**src/rtl/lsu_split.sv**
```systemverilog
// lsu_split: memory-stage load/store unit driving a variable-latency req/ack
// word bus. Word-crossing accesses are split into two aligned beats (or
// trapped when ALLOW_MISALIGN=0). Bus errors and timeouts become access faults.
//
// Handshakes:
//   ex_mb: an access is taken in IDLE on the edge where ex_mb__valid and
//          (read|write) are high; while mb_ex__stall is high the producer holds
//          every ex_mb__* input stable. mb_wb__valid is a one-cycle pulse.
//   bus:   bus_req/we/addr/wstrb/wdata are registered and stay stable until a
//          rising edge samples bus_ack high with bus_req; bus_err/bus_rdata are
//          only looked at on that edge.
module lsu_split #(
  parameter int ADDR_W         = 32,
  parameter bit ALLOW_MISALIGN = 1'b1,
  parameter int TIMEOUT        = 16
) (
  input  logic              clk,
  input  logic              rst,
  input  logic              ex_mb__valid,
  input  logic [ADDR_W-1:0] ex_mb__addr,
  input  logic [31:0]       ex_mb__wdata,
  input  logic [1:0]        ex_mb__width,
  input  logic              ex_mb__zero_ext,
  input  logic              ex_mb__read,
  input  logic              ex_mb__write,
  output logic              mb_ex__stall,
  output logic              bus_req,
  output logic              bus_we,
  output logic [ADDR_W-1:0] bus_addr,
  output logic [3:0]        bus_wstrb,
  output logic [31:0]       bus_wdata,
  input  logic              bus_ack,
  input  logic              bus_err,
  input  logic [31:0]       bus_rdata,
  output logic              mb_wb__valid,
  output logic [31:0]       mb_wb__rdata,
  output logic              mb_wb__load_misalign,
  output logic              mb_wb__store_misalign,
  output logic              mb_wb__access_fault
);

  localparam logic [1:0] ENCDEC_BYTE = 2'd0;
  localparam logic [1:0] ENCDEC_HALF = 2'd1;
  localparam logic [1:0] ENCDEC_WORD = 2'd2;

  localparam int             CNT_W    = $clog2(TIMEOUT);
  localparam logic [CNT_W-1:0] CNT_LAST = CNT_W'(TIMEOUT - 1);

  typedef enum logic [1:0] {IDLE, BEAT0, BEAT1, RESP} state_t;

  state_t state_q, state_d;

  logic        access;
  logic        crossing;
  logic [1:0]  off;
  logic [3:0]  width_mask;
  logic [7:0]  strb_wide;
  logic [63:0] wdata_wide;
  logic        beat_done;

  // Captured access attributes, valid from acceptance until RESP.
  logic [1:0]       off_q;
  logic [1:0]       width_q;
  logic             zext_q;
  logic             read_q;
  logic             cross_q;
  logic [3:0]       strb_hi_q;
  logic [31:0]      wdata_hi_q;
  logic [31:0]      rbuf_q;
  logic [CNT_W-1:0] cnt_q;

  // Select the addressed bytes from {beat1, beat0} and extend to 32 bits.
  function automatic logic [31:0] load_extend(input logic [63:0] raw,
                                              input logic [1:0]  o,
                                              input logic [1:0]  w,
                                              input logic        z);
    logic [31:0] sh;
    sh = 32'(raw >> {o, 3'b000});
    case (w)
      ENCDEC_BYTE: load_extend = {{24{~z & sh[7]}}, sh[7:0]};
      ENCDEC_HALF: load_extend = {{16{~z & sh[15]}}, sh[15:0]};
      default:     load_extend = sh;
    endcase
  endfunction

  // Decode the presented access: crossing check and lane-shifted strobe/data.
  always_comb begin
    access     = ex_mb__valid && (ex_mb__read || ex_mb__write);
    off        = ex_mb__addr[1:0];
    width_mask = 4'b1111;
    case (ex_mb__width)
      ENCDEC_BYTE: width_mask = 4'b0001;
      ENCDEC_HALF: width_mask = 4'b0011;
      default:     width_mask = 4'b1111;
    endcase
    crossing   = ((ex_mb__width == ENCDEC_HALF) && (off == 2'd3)) ||
                 ((ex_mb__width != ENCDEC_BYTE) && (ex_mb__width != ENCDEC_HALF) &&
                  (off != 2'd0));
    strb_wide  = {4'b0000, width_mask} << off;
    wdata_wide = {32'h0, ex_mb__wdata} << {off, 3'b000};
    beat_done  = bus_req && bus_ack;
  end

  // State register.
  always_ff @(posedge clk or posedge rst) begin
    if (rst) state_q <= IDLE;
    else     state_q <= state_d;
  end

  // Next state and combinational stall; ack always beats an expiring timeout.
  always_comb begin
    state_d      = state_q;
    mb_ex__stall = 1'b0;
    case (state_q)
      IDLE: begin
        mb_ex__stall = access;
        if (access) state_d = (crossing && !ALLOW_MISALIGN) ? RESP : BEAT0;
      end
      BEAT0: begin
        mb_ex__stall = 1'b1;
        if (beat_done)             state_d = (cross_q && !bus_err) ? BEAT1 : RESP;
        else if (cnt_q == CNT_LAST) state_d = RESP;
      end
      BEAT1: begin
        mb_ex__stall = 1'b1;
        if (beat_done || (cnt_q == CNT_LAST)) state_d = RESP;
      end
      RESP:    state_d = IDLE;
      default: state_d = IDLE;
    endcase
  end

  // Response pulse is simply the RESP state.
  always_comb begin
    mb_wb__valid = (state_q == RESP);
  end

  // Bus registers, beat sequencing, timeout counter and response capture.
  always_ff @(posedge clk or posedge rst) begin
    if (rst) begin
      bus_req               <= 1'b0;
      bus_we                <= 1'b0;
      bus_addr              <= '0;
      bus_wstrb             <= 4'h0;
      bus_wdata             <= 32'h0;
      mb_wb__rdata          <= 32'h0;
      mb_wb__load_misalign  <= 1'b0;
      mb_wb__store_misalign <= 1'b0;
      mb_wb__access_fault   <= 1'b0;
      off_q                 <= 2'd0;
      width_q               <= 2'd0;
      zext_q                <= 1'b0;
      read_q                <= 1'b0;
      cross_q               <= 1'b0;
      strb_hi_q             <= 4'h0;
      wdata_hi_q            <= 32'h0;
      rbuf_q                <= 32'h0;
      cnt_q                 <= '0;
    end else begin
      case (state_q)
        IDLE: begin
          if (access) begin
            off_q                 <= off;
            width_q               <= ex_mb__width;
            zext_q                <= ex_mb__zero_ext;
            read_q                <= ex_mb__read;
            cross_q               <= crossing;
            mb_wb__rdata          <= 32'h0;
            mb_wb__access_fault   <= 1'b0;
            mb_wb__load_misalign  <= 1'b0;
            mb_wb__store_misalign <= 1'b0;
            cnt_q                 <= '0;
            if (crossing && !ALLOW_MISALIGN) begin
              mb_wb__load_misalign  <= ex_mb__read;
              mb_wb__store_misalign <= !ex_mb__read;
            end else begin
              bus_req    <= 1'b1;
              bus_we     <= !ex_mb__read;
              bus_addr   <= {ex_mb__addr[ADDR_W-1:2], 2'b00};
              bus_wstrb  <= ex_mb__read ? 4'h0 : strb_wide[3:0];
              bus_wdata  <= wdata_wide[31:0];
              strb_hi_q  <= ex_mb__read ? 4'h0 : strb_wide[7:4];
              wdata_hi_q <= wdata_wide[63:32];
            end
          end
        end
        BEAT0, BEAT1: begin
          if (beat_done) begin
            cnt_q <= '0;
            if (bus_err) begin
              bus_req             <= 1'b0;
              mb_wb__access_fault <= 1'b1;
              mb_wb__rdata        <= 32'h0;
            end else if ((state_q == BEAT0) && cross_q) begin
              bus_addr  <= bus_addr + ADDR_W'(4);
              bus_wstrb <= strb_hi_q;
              bus_wdata <= wdata_hi_q;
              rbuf_q    <= bus_rdata;
            end else begin
              bus_req <= 1'b0;
              if (!read_q)
                mb_wb__rdata <= 32'h0;
              else if (state_q == BEAT1)
                mb_wb__rdata <= load_extend({bus_rdata, rbuf_q}, off_q, width_q, zext_q);
              else
                mb_wb__rdata <= load_extend({32'h0, bus_rdata}, off_q, width_q, zext_q);
            end
          end else if (cnt_q == CNT_LAST) begin
            bus_req             <= 1'b0;
            mb_wb__access_fault <= 1'b1;
            mb_wb__rdata        <= 32'h0;
          end else begin
            cnt_q <= cnt_q + 1'b1;
          end
        end
        default: ;
      endcase
    end
  end

endmodule

```
**config.mk**
```make
export PLATFORM = sky130hd
export DESIGN_NAME = lsu_split
export DESIGN_NICKNAME = d
export VERILOG_FILES = /design/src/rtl/lsu_split.sv
export SDC_FILE = /design/constraint.sdc
export NUM_CORES = 1
export LEC_CHECK = 0
export CAP_MARGIN = 20
export CORE_ASPECT_RATIO = 1.1
export CORE_MARGIN = 5
export CORE_UTILIZATION = 40
export CTS_CLUSTER_SIZE = 10
export DETAILED_ROUTE_END_ITERATION = 8
export SLEW_MARGIN = 20
export SYNTH_ARGS = -nofsm -noshare
export SYNTH_HDL_FRONTEND = slang
export SYNTH_SLANG_ARGS = --single-unit
```
**constraint.sdc**
```tcl
create_clock -name clk -period 14.25 [get_ports clk]
set_input_delay 2.85 -clock clk [delete_from_list [all_inputs] [get_ports clk]]
set_output_delay 2.85 -clock clk [all_outputs]
set_load 0.05 [all_outputs]
```
==> results of run 1 <==
==> power groups by stage <==
stage / clock network (uW) / logic, uW / registers [uW]
after floorplan: 0 / 922 / 1040
after global placement: 0 / 1620 / 828
after detailed placement: 0 / 1630 / 832
after CTS: 471 / 1640 / 824
after global routing: 491 / 1770 / 850
final: 460 / 1630 / 826
==> area by class of cell <==
type / instances / area, um2
Clock buffer: 18 / 429.2
Clock inverter: 14 / 132.6
Fill cell: 2488 / 12670
Inverter: 19 / 76.32
Multi-Input combinational cell: 887 / 5633
Sequential cell: 173 / 4333
Tap cell: 352 / 440.4
Timing Repair Buffer: 224 / 2197
==> per-layer routing <==
layer / part of all wire / global-route usage
met5: 0 / 0
met4: 0.024 / 0.07270
met3: 0.064 / 0.03840
met2: 0.47 / 0.3699
met1: 0.44 / 0.3164
==> kinds of logic after synthesis <==
family          count (synthesis)
other cells                     1
fa+ha+maj                       7
xor+xnor                        2
mux                           111
compound gates                299
flops                         173
simple gates                  464
buf+inv                       109
==> placed cells by master (no fill, tap or decap), types with 14 or more instances in the layout <==
| cell | n |
|---|---|
| o31ai_1 | 14 |
| clkbuf_16 | 17 |
| clkdlybuf4s50_1 | 207 |
| mux2_2 | 30 |
| and3_1 | 15 |
| o22ai_1 | 31 |
| o21ai_0 | 73 |
| o21ai_1 | 17 |
| a211oi_1 | 15 |
| nor2_1 | 51 |
| mux4_2 | 26 |
| nand4_1 | 16 |
| nand3_1 | 43 |
| inv_1 | 17 |
| nand2_1 | 281 |
| a32oi_1 | 15 |
| buf_4 | 16 |
| a21oi_1 | 63 |
| mux2i_1 | 54 |
| dfrtp_1 | 172 |
==> flip-flops by register name, indices dropped and copies added, names as in the netlist, 3 cells and up <==
| signal | cells |
|---|---|
| cnt_q | 4 |
| bus_addr | 30 |
| bus_wdata | 32 |
| rbuf_q | 32 |
| wdata_hi_q | 24 |
| bus_wstrb | 4 |
| strb_hi_q | 3 |
| mb_wb__rdata | 32 |
==> how the worst max path moves through the flow <==
stage / from / end
2_1_floorplan: rst / bus_addr[10]
3_3_place_gp: ex_mb__read / mb_ex__stall
3_5_place_dp: ex_mb__read / mb_ex__stall
4_1_cts: ex_mb__read / mb_ex__stall
5_1_grt: ex_mb__read / mb_ex__stall
6_report: ex_mb__read / mb_ex__stall
==> stage by stage <==
step | hold WS [ns] | setup WS (ns) | power (uW) | instance area, um2 | instances
after global placement | 0.4448 | 6.566 | 2446 | 12670 | 1655
final | 0.4625 | 6.570 | 2914 | 13240 | 1687
after global routing | 0.4869 | 6.491 | 3110 | 13240 | 1687
after detailed placement | 0.4513 | 6.547 | 2463 | 12670 | 1655
after CTS | 0.4666 | 6.542 | 2932 | 13230 | 1687
after floorplan | 0.4334 | 6.712 | 1962 | 10420 | 1169
==> worst register-to-register path, delay by kind of cell, from the launching register on <==
kind	cells	cell delay, ns
AO/OA/AOI/OAI	3	1.39
buffers and inverters	2	0.73
flip-flops	1	0.40
AND/OR/NAND/NOR	2	1.34
adder cells (fa/ha/maj)	1	0.34
==> results.py, run 1 <==
metrics = {
    "clock_tree": {
        "hold_buffers": 0,
        "cts_buffers": 17,
        "cts_resized": 0,
        "post-cts-setup-buffer-count": 0,
        "clock_latency_ns": 0.44,
        "tritoncts": "built",
        "clock-sinks": 173,
        "cts_buffer_depth": 2,
        "path_clk_slew_ns": 0.07,
        "cts-root-buf": "clkbuf_16",
        "htree_levels": 4,
    },
    "global_routing": {
        "grt_overflow_total": 0,
        "grt_max_degree": 77,
        "antenna_found_initial": 0,
        "grtUsageTotal": 0.2292,
        "first_global_vias": 9328,
        "grt_pass1_wl_um": 53270,
    },
    "setup_path": {
        "rr_endpoint": "bus_addr[30]",
        "slowest_stage": "clkdlybuf4s50_1",
        "cp.arrival_ns": 4.83,
        "rrSetupSlack_ns": 9.89,
        "r2r_start": "state_q[1]",
        "path_delay_family": "buffers and inverters",
        "crit_fanout": 9,
        "worst_ep_required_time_ns": 11.40,
        "crit_top_cell": "clkdlybuf4s50_1",
        "path_cells": "clkdlybuf4s50_1, o21a_1, nand2_1, a21oi_1, clkdlybuf4s50_1",
        "setup.worst_path.end_class": "output port",
        "slowest_delay_ns": 0.82,
        "crit_type": "primary input to output port",
        "cp.buffers_inverters": 2,
        "ff2ff_path_depth": 8,
        "startpoint_type": "primary input",
        "crit_cells": 5,
    },
    "floorplanning": {
        "core_area_um2": 25910,
        "die_w_um": 163.8,
        "ios": 213,
        "initial_core_util": 0.4016,
        "die_y_um": 179.2,
        "core.rowCount": 62,
        "dieArea_um2": 29340,
    },
    "timing": {
        "finalSetupTns_ns": 0,
        "max_freq_mhz": 130.2,
        "hold_viol": 0,
        "finalCriticalPeriod_ns": 7.680,
        "finalCritPeriodShare": 0.5389,
        "worst_pin_slew_ns": 1.078,
        "finalSetupViolCount": 0,
        "clock_skew_ns": 0.01334,
        "drv_slew": 0,
        "rsz0062_at_grt": "false",
        "slew_headroom": 0.2810,
    },
    "yosys": {
        "async_flop_share": 1.000,
        "ys_warn_count": 0,
        "syn_inst": 1166,
        "synthAdderAreaFrac": 0.008418,
        "syn-cell-area_um2": 10400,
        "synth-compound-area-share": 0.1835,
        "yosys_most_used_dff": "dfrtp_1",
        "synth_xor_area_frac": 0.001684,
        "synth_area_leaders": "dfrtp_1 (42%), nand2_1 (10%), mux4_2 (5.6%), mux2i_1 (5.3%), o21ai_0 (3.5%)",
        "synth_top_family_by_area": "simple AND/OR/NAND/NOR gates",
        "yosys.area.top_type": "dfrtp_1",
        "muxShareOfSynthArea": 0.1417,
        "yosys.area_share.simple": 0.2018,
        "synthTopCellsByCount": "nand2_1 (282), dfrtp_1 (173), o21ai_0 (73), a21oi_1 (65), mux2i_1 (55)",
        "yosysMostFrequentCell": "nand2_1",
        "postSynthAreaPerCell_um2": 8.924,
        "yosysTopAreaCellShare": 0.4161,
        "yosysSeqAreaShare": 0.4161,
        "ys_types": 67,
        "synth_edf_count": 0,
        "yosys_register_bits": 173,
    },
    "min_path": {
        "min_from": "wdata_hi_q[23]",
        "min_path_type": "flip-flop to flip-flop",
        "hold_depth": 2,
        "holdPathEnd": "wdata_hi_q[23]",
    },
    "routing": {
        "dr.first_iter.drc_count": 847,
        "wire_per_inst_um": 20.08,
        "dr_total_vias": 9682,
        "drtAntennaViolNets": 0,
        "routed_via_density": 5.739,
        "drc": 0,
        "drt_first_pass_iters": 5,
        "wirelength_um": 33870,
    },
    "status": {
        "status": "complete, no violations",
    },
    "power_and_ir_drop": {
        "peakVddDrop_mv": 0.09525,
        "pwr-share-comb": 0.559,
        "power_switching_uw": 1442,
        "leakage_uw": 0.005555,
        "switching_share": 0.4948,
        "p_per_area_nw_per_um2": 220.1,
        "power.share.clock": 0.158,
        "p_int_uw": 1472,
        "power_frac_seq": 0.283,
    },
    "place": {
        "port_buffers": 208,
        "place.gp.congestion": 0.8575,
        "hpwl_um": 22940,
    },
    "run": {
        "max_cap_viol_count": 0,
    },
    "layout": {
        "nets": 1435,
        "drive_above_1_share": 0.09513,
        "fin_util": 0.5111,
        "area_delta_synth_final_pct": 27.26,
        "num_antenna_cells": 0,
    },
}
Note: power is estimated with default switching activity, not from simulation.
==> run 2: changes to the inputs <==
- clock period: 14.25 -> 7.2 ns (I/O delays scaled with it)
==> results.py, run 2 (synthesis results as in run 1) <==
metrics = {
    "global_routing": {
        "grt_max_degree": 94,
        "antenna_found_initial": 2,
        "grt_pass1_wl_um": 53170,
        "grt_overflow_total": 0,
        "grtUsageTotal": 0.2290,
        "first_global_vias": 9375,
    },
    "routing": {
        "dr_total_vias": 9594,
        "drtAntennaViolNets": 0,
        "wirelength_um": 33570,
        "drt_first_pass_iters": 5,
        "dr.first_iter.drc_count": 716,
        "wire_per_inst_um": 19.88,
        "routed_via_density": 5.680,
        "drc": 0,
    },
    "layout": {
        "n_fill_cell": 2536,
        "nets": 1435,
        "multi_input_area_um2": 5633,
        "drive_above_1_share": 0.09588,
        "mostFrequentLayoutCell": "nand2_1",
        "area_delta_synth_final_pct": 27.77,
        "final_cell_mix": "nand2_1 (281), clkdlybuf4s50_1 (207), dfrtp_1 (172)",
        "regArea_um2": 4333,
        "top_regs": "bus_wdata x32, mb_wb__rdata x32, rbuf_q x32",
        "fin_area_um2": 13290,
    },
    "timing": {
        "clock_skew_ns": 0.01179,
        "finalCriticalPeriod_ns": 4.873,
        "hold_viol": 0,
        "worst_pin_slew_ns": 1.096,
        "rsz0062_at_grt": "false",
        "finalSetupTns_ns": 0,
        "drv_slew": 0,
        "max_freq_mhz": 205.2,
        "slew_headroom": 0.2547,
        "finalSetupViolCount": 0,
        "finalCritPeriodShare": 0.6768,
    },
    "clock_tree": {
        "hold_buffers": 0,
        "cts_buffers": 17,
        "cts_buffer_depth": 2,
        "tritoncts": "built",
        "post-cts-setup-buffer-count": 0,
        "path_clk_slew_ns": 0.07,
        "cts-root-buf": "clkbuf_16",
        "clock-sinks": 173,
        "htree_levels": 4,
        "cts_resized": 0,
        "clock_latency_ns": 0.44,
    },
    "setup_path": {
        "r2r_start": "state_q[1]",
        "crit_type": "primary input to output port",
        "worst_ep_required_time_ns": 5.76,
        "rrSetupSlack_ns": 3.44,
        "startpoint_type": "primary input",
        "setup.worst_path.end_class": "output port",
        "rr_endpoint": "bus_wstrb[0]",
        "cp.arrival_ns": 3.43,
        "crit_fanout": 9,
        "ff2ff_path_depth": 10,
    },
    "place": {
        "place.gp.congestion": 0.8430,
        "hpwl_um": 23100,
        "place_area_um2": 12670,
        "port_buffers": 208,
    },
    "floorplanning": {
        "die_y_um": 179.2,
        "initial_core_util": 0.4016,
        "dieArea_um2": 29340,
        "core.rowCount": 62,
        "ios": 213,
        "core_area_um2": 25910,
        "die_w_um": 163.8,
    },
    "power_and_ir_drop": {
        "p_per_area_nw_per_um2": 438.9,
        "peakVddDrop_mv": 0.2211,
        "leakage_uw": 0.005584,
    },
    "min_path": {
        "min_from": "wdata_hi_q[17]",
        "hold_depth": 2,
        "holdPathEnd": "wdata_hi_q[17]",
        "min_path_type": "flip-flop to flip-flop",
    },
    "status": {
        "status": "complete, no violations",
    },
    "run": {
        "max_cap_viol_count": 0,
    },
}
run 2: cell count changes in the layout (fill, tap and decap cells not counted), sizes merged:
cell,delta
bufinv,+2
clkinvlp,-1
inv,+1
diode,+2
clkbuf,-1
clkinv,-1
run 2: layout make-up:
type,count,share of cell area
multi-input cells,887,0.4237
inverters,19,0.005741
flip-flops and latches,173,0.3259
clock buffers,17,0.03200
well taps,352,0.03313
clock inverters,15,0.01384
diodes,2,0.0003765
repair buffers,224,0.1653
run 2: how the worst max path moves through the flow:
stage	startpoint	endpoint	slack, ns	cells after the start
after floorplan	rst	bus_addr[10]	1.07	1
after global placement	ex_mb__read	mb_ex__stall	2.30	5
after detailed placement	ex_mb__read	mb_ex__stall	2.30	5
after CTS	ex_mb__read	mb_ex__stall	2.29	5
after global routing	ex_mb__read	mb_ex__stall	2.21	5
final	ex_mb__read	mb_ex__stall	2.33	5
run 2: per-stage QoR:
step | cells | worst slack [ns] | power [uW] | utilization | hold WS [ns]
2_1_floorplan | 1169 | 1.072 | 3883 | - | 0.4334
3_3_place_gp | 1655 | 2.299 | 4832 | 0.4890 | 0.4459
3_5_place_dp | 1655 | 2.297 | 4872 | 0.4890 | 0.4516
4_1_cts | 1687 | 2.293 | 5874 | 0.5126 | 0.4667
5_1_grt | 1689 | 2.211 | 6226 | 0.5131 | 0.4871
6_report | 1689 | 2.327 | 5835 | 0.5131 | 0.4631
run 2: per-layer routing:
metal | routed length (um) | vias up | GRT usage
li1 | - | 4555 | -
met1 | 15020 | 4687 | 0.3180
met2 | 15900 | 302 | 0.3653
met3 | 1806 | 50 | 0.03702
met4 | 845 | 0 | 0.07864
met5 | 0 | - | 0
run 2: where the power goes:
part / internal [uW] / leakage [uW] / switching, uW
Clock: 554 / 0.000302 / 432
Combinational: 1120 / 0.00301 / 2070
Sequential: 1300 / 0.00227 / 354
run 2: critical path, stage by stage:
cell and delay, ns:
clkdlybuf4s50_1 0.67, o21a_1 0.23, nand2_1 0.08, a21oi_1 0.18, clkdlybuf4s50_1 0.83
==> variant 1 (settings of run 2) <==
Encoding of `state_t`: now one-hot (4 bits for 4 states).
--- a/src/rtl/lsu_split.sv
+++ b/src/rtl/lsu_split.sv
@@ -48,3 +48,3 @@
 
-  typedef enum logic [1:0] {IDLE, BEAT0, BEAT1, RESP} state_t;
+  typedef enum logic [3:0] {IDLE = 4'b0001, BEAT0 = 4'b0010, BEAT1 = 4'b0100, RESP = 4'b1000} state_t;
 
Function: same outputs for any inputs over 4 cycles, from zero or initial values and one cycle with rst high; so few cycles prove little.
==> variant 1 against run 2 <==
  * Sequential cell count grew 2
  * Register-to-register slack gained 0.65 ns
  * Setup slack lost 0.51 ns
  * Global-route usage grew 0.18 points
  * Area after synthesis shrank 5.5%
  * Design area shrank 4.6%
  * Power shrank 12%
  * Wire length shrank 1.6%
  * Highest routed layer unchanged
==> variant 1: results (changes against run 2) <==
| Metric | Value |
|---|---|
| Status | `completed (unchanged)` |
| Clock buf/inv share | `0.04715 (was 0.04584)` |
| Post-synthesis xor/xnor area fraction | `0.0008906 (was 0.001684)` |
| Ranking of synthesized cells by area | `dfrtp_1, nand2_1, mux2i_1 (was dfrtp_1, nand2_1, mux4_2)` |
| Met2 usage | `0.3798 (was 0.3653)` |
| Most frequent cells after synthesis | `nand2_1, dfrtp_1, a21oi_1, o21ai_0, nor2_1 (was nand2_1, dfrtp_1, o21ai_0, a21oi_1, mux2i_1)` |
| Drt initial violations | `766 (was 716)` |
| Met2 wire len | `16030 um (was 15900 um)` |
| Worst Path Arrival | `3.95 ns (was 3.43 ns)` |
| Leakage dissipation | `0.005559 uW (was 0.005584 uW)` |
| Register area share after synthesis | `0.4454 (was 0.4161)` |
| Final HPWL from detailed placement | `22490 um (was 23100 um)` |
| Top achievable clock speed | `185.6 MHz (was 205.2 MHz)` |
| Rel. slew slack | `0.2619 (was 0.2547)` |
| Largest net degree at the start of global routing | `77 (was 94)` |
| Worst path slowest cell | `clkdlybuf4s50_1 (unchanged)` |
| RR Endpoint | `bus_addr[9] (was bus_wstrb[0])` |
| Hold endpoint | `rbuf_q[2] (was wdata_hi_q[17])` |
| Clock skew | `0.01983 ns (was 0.01179 ns)` |
| Buffer share of cell area | `0.1747 (was 0.1653)` |
| Post-synthesis compound-gate area fraction | `0.1887 (was 0.1835)` |
| Fraction of area in registers | `0.3454 (was 0.3259)` |
| Initial antenna violation count | `1 (was 2)` |
| Placed inst area | `0.01208 mm2 (was 0.01267 mm2)` |
| Non-CTS buffers | `226 (was 224)` |
| Clock sink total | `175 (was 173)` |
| First-pass GRT wire length | `51610 um (was 53170 um)` |
| Worst-case reg-to-reg path depth | `5 (was 10)` |
| R2R setup slack | `4.09 ns (was 3.44 ns)` |
| GR Layer Usage met3 | `0.05502 (was 0.03702)` |
| Metal3 WL | `2047 um (was 1806 um)` |
| Vias per inst | `5.725 (was 5.680)` |
| Comb_multi_in | `817 (was 887)` |
| Routing usage on met1 | `0.2928 (was 0.3180)` |
| Netlist cell types | `66 (was 67)` |
| Pre-CTS setup slack | `1.819 ns (was 2.297 ns)` |
| Fillers | `2256 (was 2536)` |
| Post-synthesis mux area share | `0.1291 (was 0.1417)` |
| Synth Area in Adders | `0.002545 (was 0.008418)` |
| Fraction of layout cells with a size suffix above 1 | `0.07160 (was 0.09588)` |
| Non-CTS inverters | `21 (was 19)` |
| Clk buf depth | `2 (unchanged)` |
| Final nets | `1366 (was 1435)` |
| Peak VDD IR | `250.1 uV (was 221.1 uV)` |
| # clk buffers | `18 (was 17)` |
| Hold_sp | `rbuf_q[2] (was wdata_hi_q[17])` |
| Post-Route WL | `33020 um (was 33570 um)` |
| Gp weighted congestion | `0.8652 (was 0.8430)` |
## variant 1: cell count changes in the layout (fill, tap and decap cells not counted), sizes merged, moves of 15 or more
| cell | change |
|---|---|
| nand2 | -26 |
| o22ai | -23 |
| o211ai | +17 |
| a21oi | +15 |
## variant 1: power breakdown
group          internal, uW  switching, uW  total, uW  leakage (uW)
Combinational           875           1630       2510       0.00303
Sequential             1330            334       1660       0.00223
Clock                   526            445        971      0.000296
Total                  2730           2410       5140       0.00556
## variant 1: metrics by stage
step                cells    util  hold slack, ns
floorplan            1105       -          0.4312
global placement     1549  0.4966          0.4410
detailed placement   1549  0.4966          0.4479
CTS                  1581  0.5211          0.4644
global route         1582  0.5214          0.4873
finish               1583  0.5215          0.4603
## variant 1: critical path: cells and delay by family
kind	cells	cell delay (ns)
AOI/OAI and AO/OA	1	0.26
buffers and inverters	2	1.52
and+or+nand+nor	2	0.73
==> variant 2 (flow settings as in run 2) <==
Without the edit above. Change the parameter `ALLOW_MISALIGN` from 1'b1 to 1'b0.
--- a/src/rtl/lsu_split.sv
+++ b/src/rtl/lsu_split.sv
@@ -13,3 +13,3 @@
   parameter int ADDR_W         = 32,
-  parameter bit ALLOW_MISALIGN = 1'b1,
+  parameter bit ALLOW_MISALIGN = 1'b0,
   parameter int TIMEOUT        = 16
Check against the original RTL: not equivalent (a bounded check fails within 4 cycles, from zero or initial values and one cycle with rst high).
==> variant 2 against run 2 <==
  * Cell count shrank 9.5%
  * Sequential cell count grew 2
  * Utilization increased by 0.46 points
  * Non-clock buffer count is the same
  * First-iteration DRC count fell by 18%
  * Global-route usage fell by 1.0 points
  * Design area fell by 1.9%
  * Clock power down 3.4%
  * Power up 3.9%
  * Setup slack worse by 0.16 ns
  * Critical endpoint unchanged
  * Wire length is 5.5% lower
  * Area after synthesis down 2.4%
  * Clock skew up 0.0015 ns
==> variant 2: results (changes against run 2) <==
| Metric | Value |
|---|---|
| Fraction of layout cells with a size suffix above 1 | `0.1293 (was 0.09588)` |
| Vias in the first global route | `8785 (was 9375)` |
| Leakage dissipation | `0.005358 uW (was 0.005584 uW)` |
| Initial antenna violation count | `1 (was 2)` |
| Post-synthesis compound-gate area fraction | `0.1972 (was 0.1835)` |
| Yosys top cell area share | `0.4311 (was 0.4161)` |
| First-pass GRT wire length | `50020 um (was 53170 um)` |
| Ranking of synthesized cells by area | `dfrtp_1, mux2_2, nand2_1 (was dfrtp_1, nand2_1, mux4_2)` |
| Worst-Margin Slew | `1.131 ns (was 1.096 ns)` |
| Gp weighted congestion | `0.8709 (was 0.8430)` |
| Fillers | `2332 (was 2536)` |
| Post-synthesis mux area share | `0.1615 (was 0.1417)` |
| WL/cell | `20.75 um (was 19.88 um)` |
| Synth Area in Adders | `0.008622 (was 0.008418)` |
| Avg Inst Size Synth | `9.796 um2 (was 8.924 um2)` |
| Drt initial violations | `587 (was 716)` |
| Netlist cell types | `74 (was 67)` |
| Post-Route WL | `31730 um (was 33570 um)` |
| Dpl cells | `1498 (was 1655)` |
| Peak VDD IR | `255.3 uV (was 221.1 uV)` |
| GR Util All Layers | `0.2190 (was 0.2290)` |
| Clock skew | `0.01332 ns (was 0.01179 ns)` |
| Worst Path Arrival | `3.60 ns (was 3.43 ns)` |
| Most frequent cells after synthesis | `dfrtp_1, nand2_1, nor2_1, o21ai_0, mux2_2 (was nand2_1, dfrtp_1, o21ai_0, a21oi_1, mux2i_1)` |
| Status | `completed (unchanged)` |
[variant 2: changes by cell type in the layout (fill, tap and decap cells not counted), sizes merged, moves of 26 or more]
cell / before / now
o22ai: 31 / 5
mux2: 30 / 63
o211ai: 8 / 34
nand2: 282 / 152
[variant 2: layout make-up]
type,instances,area share
Clock buffer,18,0.03368
Clock inverter,13,0.01161
Inverter,16,0.004989
Multi-Input combinational cell,768,0.4140
Sequential cell,175,0.3362
Tap cell,315,0.03022
Timing Repair Buffer,224,0.1693
[variant 2: layer usage]
layer,vias up,share of wire,track usage,wire length (um)
met4,2,0.020,0.06204,622
met5,-,0.00041,0,13
met1,4403,0.45,0.3014,14140
met3,41,0.056,0.04542,1777
met2,292,0.48,0.3522,15180
li1,4229,-,-,-
[variant 2: worst paths after layout]
check / from / to / slack, ns / cells past startpoint
worst max register to register: off_q[0] / mb_wb__rdata[21] / 3.89 / 5
worst min register to register: mb_wb__rdata[3] / mb_wb__rdata[3] / 0.48 / 2
max in group asynchronous: rst / off_q[0] / 4.42 / 3
min in group asynchronous: rst / wdata_hi_q[20] / 1.47 / 2
worst min-delay path: mb_wb__rdata[3] / mb_wb__rdata[3] / 0.48 / 2
worst max-delay path: ex_mb__read / mb_ex__stall / 2.16 / 5
[variant 2: critical path, stage by stage]
cell and delay, ns:
clkdlybuf4s50_1 0.69, o21a_1 0.21, nand2_1 0.22, a21oi_1 0.21, clkdlybuf4s50_1 0.82
[variant 2: metrics by stage]
step | worst slack, ns | instance area (um2)
floorplan | 1.015 | 10160
global placement | 2.160 | 12440
detailed placement | 2.157 | 12440
CTS | 2.151 | 13040
global route | 2.066 | 13040
finish | 2.164 | 13040
[variant 2: power breakdown]
group	total [uW]	switching (uW)	internal, uW
combinational	3380	2140	1240
clock	953	426	528
sequential	1730	401	1320
